**config.mk**
```make
export PLATFORM = sky130hd
export DESIGN_NAME = adc_i2s_receiver
export DESIGN_NICKNAME = d
export VERILOG_FILES = /design/src/rtl/adc_i2s_receiver.sv
export SDC_FILE = /design/constraint.sdc
export NUM_CORES = 1
export LEC_CHECK = 0
export CORE_MARGIN = 2
export CORE_UTILIZATION = 54
export DETAILED_ROUTE_END_ITERATION = 16
export PLACE_DENSITY_LB_ADDON = 0.3
export SYNTH_ARGS = -nofsm -noshare
export SYNTH_HDL_FRONTEND = slang
export SYNTH_SLANG_ARGS = --single-unit
export TNS_END_PERCENT = 30
```
**constraint.sdc**
```tcl
create_clock -name i_BCLK -period 3.1 [get_ports i_BCLK]
set_input_delay 0.31 -clock i_BCLK [delete_from_list [all_inputs] [get_ports i_BCLK]]
set_output_delay 0.31 -clock i_BCLK [all_outputs]
set_load 0.02 [all_outputs]
```
**src/rtl/adc_i2s_receiver.sv**
```systemverilog
// Serial audio ADC receiver: deserialises left/right samples from an I2S or
// left-justified stream and hands each complete stereo pair to a consumer.
module adc_i2s_receiver #(
    parameter int WIDTH     = 16,
    parameter bit MSB_FIRST = 1'b1,
    parameter int DELAY     = 1
) (
    input  logic             i_BCLK,
    input  logic             i_rst,
    input  logic             i_record,
    input  logic             i_ADCLRCK,
    input  logic             i_ADCDAT,
    input  logic             i_ready,
    output logic [WIDTH-1:0] o_left,
    output logic [WIDTH-1:0] o_right,
    output logic             o_valid,
    output logic             o_overrun,
    output logic             o_frame_err,
    output logic [2:0]       o_state
);

    typedef enum logic [2:0] {
        IDLE  = 3'd0,
        SYNC  = 3'd1,
        SKIP  = 3'd2,
        SHIFT = 3'd3,
        HOLD  = 3'd4
    } state_t;

    localparam int            CW       = $clog2(WIDTH + 1);
    localparam logic [CW-1:0] CNT_LAST = CW'(WIDTH - 1);

    state_t           state, state_d;
    logic             lrck_q, edge_c;
    logic             chan, chan_d;
    logic [CW-1:0]    cnt, cnt_d;
    logic [WIDTH-1:0] sr, sr_d;
    logic [WIDTH-1:0] lstage, lstage_d;
    logic             lstage_v, lstage_v_d;
    logic [WIDTH-1:0] left_d, right_d;
    logic             valid_d, overrun_d, frame_err_d;
    logic             start, done;

    function automatic logic [WIDTH-1:0] shift_in(input logic [WIDTH-1:0] cur, input logic b);
        if (MSB_FIRST) return {cur[WIDTH-2:0], b};
        else           return {b, cur[WIDTH-1:1]};
    endfunction

    assign edge_c  = (i_ADCLRCK != lrck_q);
    assign o_state = state;

    always_comb begin
        // NOTE: every signal gets a default before any branch, so no path leaves one unassigned and no latch is inferred.
        state_d     = state;
        chan_d      = chan;
        cnt_d       = cnt;
        sr_d        = sr;
        lstage_d    = lstage;
        lstage_v_d  = lstage_v;
        left_d      = o_left;
        right_d     = o_right;
        valid_d     = o_valid;
        overrun_d   = o_overrun;
        frame_err_d = o_frame_err;
        start       = 1'b0;
        done        = 1'b0;

        // A transfer retires the current pair unless a new one replaces it below.
        if (o_valid && i_ready) valid_d = 1'b0;

        if (state != IDLE && !i_record) begin
            state_d    = IDLE;
            cnt_d      = '0;
            lstage_v_d = 1'b0;
        end else begin
            case (state)
                IDLE: begin
                    cnt_d      = '0;
                    lstage_v_d = 1'b0;
                    if (i_record) begin
                        state_d     = SYNC;
                        overrun_d   = 1'b0;
                        frame_err_d = 1'b0;
                    end
                end
                SYNC, HOLD: if (edge_c) start = 1'b1;
                SKIP: state_d = SHIFT;
                SHIFT: begin
                    if (edge_c) begin
                        frame_err_d = 1'b1;
                        start       = 1'b1;
                    end else begin
                        sr_d  = shift_in(sr, i_ADCDAT);
                        cnt_d = cnt + 1'b1;
                        if (cnt == CNT_LAST) begin
                            done    = 1'b1;
                            state_d = HOLD;
                        end
                    end
                end
                default: state_d = IDLE;
            endcase

            if (start) begin
                chan_d = i_ADCLRCK;
                if (DELAY == 0) begin
                    sr_d    = shift_in(sr, i_ADCDAT);
                    cnt_d   = CW'(1);
                    state_d = SHIFT;
                end else begin
                    cnt_d   = '0;
                    state_d = SKIP;
                end
            end

            // Left samples wait in staging; a right sample only forms a pair with a staged left.
            if (done) begin
                if (!chan) begin
                    lstage_d   = sr_d;
                    lstage_v_d = 1'b1;
                end else if (lstage_v) begin
                    lstage_v_d = 1'b0;
                    if (!o_valid || i_ready) begin
                        left_d  = lstage;
                        right_d = sr_d;
                        valid_d = 1'b1;
                    end else begin
                        overrun_d = 1'b1;
                    end
                end
            end
        end
    end

    always_ff @(posedge i_BCLK or posedge i_rst) begin
        // NOTE: sequential state uses non-blocking assignments so every register samples pre-edge values.
        if (i_rst) begin
            // NOTE: the sample registers are reset too, so outputs and staging are deterministic after reset.
            state       <= IDLE;
            lrck_q      <= 1'b0;
            chan        <= 1'b0;
            cnt         <= '0;
            sr          <= '0;
            lstage      <= '0;
            lstage_v    <= 1'b0;
            o_left      <= '0;
            o_right     <= '0;
            o_valid     <= 1'b0;
            o_overrun   <= 1'b0;
            o_frame_err <= 1'b0;
        end else begin
            state       <= state_d;
            lrck_q      <= i_ADCLRCK;
            chan        <= chan_d;
            cnt         <= cnt_d;
            sr          <= sr_d;
            lstage      <= lstage_d;
            lstage_v    <= lstage_v_d;
            o_left      <= left_d;
            o_right     <= right_d;
            o_valid     <= valid_d;
            o_overrun   <= overrun_d;
            o_frame_err <= frame_err_d;
        end
    end

endmodule
```
; Yosys cells after proc, flatten, opt, wreduce, memory -nomap -nowiden
; Index checks and enable logic that the tools add are counted.
[classes]
n_addsub = 1
eq_ne = 12
muxes = 39
n_bitwise = 2
reduce_logical = 17
[ops]
columns = operator, n
row1 = 16-bit two-way mux, 2
row2 = 1-bit two-way mux, 26
row3 = 3-bit two-way mux, 5
row4 = 5-bit two-way mux, 3
row5 = 4-bit != test (second input constant), 3
row6 = 3-bit one-hot mux with 4 select lines, 1
row7 = 5-bit one-hot mux with 2 select lines, 1
row8 = 4-bit AND reduction, 2
row9 = 3-bit by 2-bit == test with 1-bit output (second input constant), 2
row10 = 5-bit by 1-bit adder with 5-bit output (second input constant), 1
row11 = 5-bit by 4-bit == test with 1-bit output (second input constant), 1
row12 = 5-bit AND reduction, 1
row13 = 2-bit != test (second input constant), 2
row14 = 2-bit AND reduction, 2
row15 = 4-bit nonzero test, 1
row16 = 3-bit by 1-bit == test with 1-bit output (second input constant), 1
row17 = 3-bit == test (second input constant), 1
row18 = 3-bit zero test, 1
row19 = 3-bit != test (second input constant), 1
row20 = 3-bit AND reduction, 1
row21 = 3-bit nonzero test, 1
row22 = 3-bit OR reduction, 1
row23 = 1-bit logical AND, 2
row24 = 1-bit zero test, 2
row25 = other kinds (6), 7
[word_totals]
output_inout_bits = 38
wordCells = 83
in_bits = 6
reg_bits = 78

; Depth between registers and ports, before layout
[depth]
depth_word = 7
depth_mapped = 9
depth_no_buf = 7

; Worst setup path before layout
; Ideal clock, no wire load.
[synth_timing]
kind = register to register
start = reg cnt[0]
end = reg o_left[2]
synth_period_minus_slack_ps = 1960
t_required_ps = 2975
n_path_buf = 1
stages_incl_launch_ff = 8
arrival_ps = 1836
setup_slack_ps = 1140
setup_ps = 125
cell_sequence = dfrtp_1 ha_1 and3_1 ha_1 and3_1 nand4_1 buf_2 mux2_2
[synth_between]
elab_chain_cells = 6
[synth_lines]
columns = element, line_no
row1 = from (decl), 36  ; logic [CW-1:0] cnt, cnt_d;
row2 = from (signal assigned), 155  ; cnt <= cnt_d;
row3 = 5-bit by 4-bit == test with 1-bit output, 95  ; if (cnt == CNT_LAST) begin
row4 = 1-bit two-way mux, 95
row5 = 1-bit two-way mux, 89  ; if (edge_c) begin
row6 = 1-bit two-way mux, 76  ; case (state)
row7 = 1-bit two-way mux, 71  ; if (state != IDLE && !i_record) begin
row8 = 5-bit AND reduction (no line), --
row9 = to (signal assigned), 159  ; o_left <= left_d;
row10 = to (decl), 14  ; output logic [WIDTH-1:0] o_left,
; No other way between the ends. The select of a mux whose other input is x is not followed.
; A chain may end at the register's enable or synchronous reset.

; Worst setup path after layout
[layout_timing]
start = reg cnt[0]
end = reg o_left[4]
; The elaborated chain is that of the path after synthesis.

==> metrics.yaml <==
cts:
  postCtsHoldBufs: 0
  numCtsBuffers: 9
  htreeDepth: 3
  cts_resized: 0
  clkLatencyLatePin_ps: 340
  cts.sinks: 78
  cts-root-buf: "clkbuf_8"
  cts_tree: "yes"
  clk_path_buf_depth: 2
  clk_pin_slew_worst_paths_ps: 80
  postCtsSetupRepairBufs: 0
logic_synthesis:
  synth-seq-cells: 78
  syn_nets: 310
  yosys.area.top_type: "dfrtp_1"
  syn_avg_cell_area_um2: 10.8
  synthAdderAreaFrac: 0.00770
  async_reset_ff_frac: 1.00
  ys_top_cells_by_area: "dfrtp_1, nand2_1, mux2i_1, o21ai_0, mux2_2"
  syn_area_mm2: 0.00325
  synth_ff_type: "dfrtp_1"
  synth_edf_count: 0
  synth-simple-area-share: 0.142
  synthDominantCellAreaShare: 0.600
  synth.distinct_cells: 37
  synth.area.mux_share: 0.108
  seq_area_frac_synth: 0.600
  synth_top_family_by_area: "simple AND/OR/NAND/NOR gates"
  synth_xor_area_frac: 0.00770
  synth_compound_area_frac: 0.0927
  synth_common_cells: "nand2_1, dfrtp_1, o21ai_0"
  synth_cells: 302
  yosysMostFrequentCell: "nand2_1"
  yosysWarnings: 0
global_routing:
  grt_most_used_layer: "met2"
  grt_use_met1: 0.269
  grt_start_max_net_pins: 49
  antenna_found_initial: 0
  grt_pass1_vias: 2137
  gr-usage-met2: 0.310
  grt_usage: 0.198
  grt_util_met3: 0.0396
  grt_first_pass_wirelength_um: 9890
  grt_overflow: 0
pwr:
  intPower_w: 0.00150
  combPwrFrac: 0.061
  clockPowerShare: 0.392
  power_density_mw_per_mm2: 495
  netSwitchingFraction: 0.227
  power.share.sequential: 0.547
  vdd_drop_max_uv: 297
  switchingPower_w: 0.000440
  leakagePower_nw: 1.83
final_layout:
  antenna_cells: 0
  area_growth_pct: 20.4
  nets: 354
  drive_above_1_share: 0.0997
routing:
  vias: 2269
  wl_um: 5930
  final_antenna_net_count: 0
  drc: 0
  vias_per_cell: 5.33
  drtIter0Drc: 122
  wl_per_cell_um: 13.9
  firstDrtPassIters: 4
sta:
  whs_ps: 371
  period_minus_slack_ps: 2330
  max_slew.worst_pin.slew_ps: 605
  setup_viol: 0
  rsz0062_at_grt: "no"
  final_hold_viol_count: 0
  max_freq_ghz: 0.430
  final-max-slew-violation-count: 0
  skew_ps: 8.24
  finalSetupTns_ps: 0
  relSlewSlack: 0.596
  post-route-period-util: 0.751
worst_setup_path:
  startpoint_type: "flop"
  r2r_start: "cnt[0]$_DFFE_PP0P_"
  crit_path_max_incr_delay_ps: 420
  end_kind: "flop"
  critPathTopFamily: "simple AND/OR/NAND/NOR gates"
  path_cells: "ha_1 > and3_1 > ha_1 > and3_1 > nand4_1 > buf_4 > mux2_2"
  cp-startpoint: "cnt[0]$_DFFE_PP0P_"
  cp.required_ps: 3320
  critPathMaxFanout: 48
  cp_num_buf_inv: 1
  critPathKind: "flop to flop"
  crit_slowest_cell: "buf_4"
  cp.arrival_ps: 2550
floorplanning:
  dieArea_mm2: 0.00666
  ios: 44
  rows: 28
  die_x_um: 81.6
  die_h_um: 81.6
  core_area_mm2: 0.00589
  initial_core_util: 0.553
placed_design:
  gp_congestion: 0.747
  hpwlAfterDp_um: 4080
  port-buffer-count: 43
run_status:
  outcome: "completed"
run:
  cap_violations: 0
min_path:
  hold_class: "primary input to async pin"
## final timing paths
path                            slack, ps                     end  depth (start not counted)
min in group i_BCLK                   480   lstage[1]$_DFFE_PP0P_                          2
max in group asynchronous            1910   lstage[6]$_DFFE_PP0P_                          3
worst max-delay path                  770   o_left[4]$_DFFE_PP0P_                          7
worst min register to register        480   lstage[1]$_DFFE_PP0P_                          2
worst max register to register        770   o_left[4]$_DFFE_PP0P_                          7
worst min-delay path                  370  lstage[11]$_DFFE_PP0P_                          2
## placed cells by master (no fill, tap or decap), types with 3 or more instances in the layout
cell type,synthesis,layout
dfrtp_1,78,78
clkbuf_8,0,11
inv_1,8,7
o21ai_0,29,29
a21oi_1,3,3
nand2b_1,4,4
mux2i_1,16,16
buf_4,2,6
nor2_1,3,3
nand2_1,88,88
o21ai_1,12,12
and3_1,4,4
mux2_1,5,5
clkdlybuf4s50_1,0,43
mux2_2,12,12
## kinds of logic after synthesis
group / Yosys count
simple gates: 109
flops: 78
compound gates: 54
mux: 33
buf+inv: 24
xor+xnor: 2
fa+ha+maj: 2
## power groups by stage
stage                     Sequential [W]  Combinational [W]  Clock [W]
after CTS                        0.00106           0.000120   0.000773
after global routing             0.00106           0.000133   0.000819
after floorplan                  0.00108          0.0000812          0
after detailed placement         0.00108           0.000120          0
after global placement           0.00108           0.000118          0
final                            0.00106           0.000118   0.000760
## registers in the layout, indices dropped and copies added, names as in the netlist
register     count
chan             1
cnt              5
lrck_q           1
lstage          16
lstage_v         1
o_frame_err      1
o_left          16
o_overrun        1
o_right         16
o_state          3
o_valid          1
sr              16
## layer usage
layer | vias up | wire length (um) | share of wire
met5 | - | 0 | 0
met2 | 48 | 2920 | 0.49
met3 | 10 | 199 | 0.034
met1 | 1109 | 2720 | 0.46
met4 | 0 | 93 | 0.016
li1 | 1102 | - | -
## final cells by class
type	count	area, um^2
clock buffer	13	159
timing repair buffer	49	475
inverter	8	30.0
sequential	78	1950
multi-input combinational	200	1160
tap	75	93.8
clock inverter	3	42.5
fill	482	1970
## stage by stage
stage               utilization  total power [W]  cell area [um^2]  instances  setup WS, ps
finish                    0.665          0.00194              3920        426           772
global route              0.665          0.00201              3920        426           666
CTS                       0.665          0.00195              3920        426           775
detailed placement        0.631          0.00120              3710        410           756
global placement          0.631          0.00120              3710        410           811
floorplan                     -          0.00116              3250        302           795
Note: power is estimated with default switching activity, not from simulation.
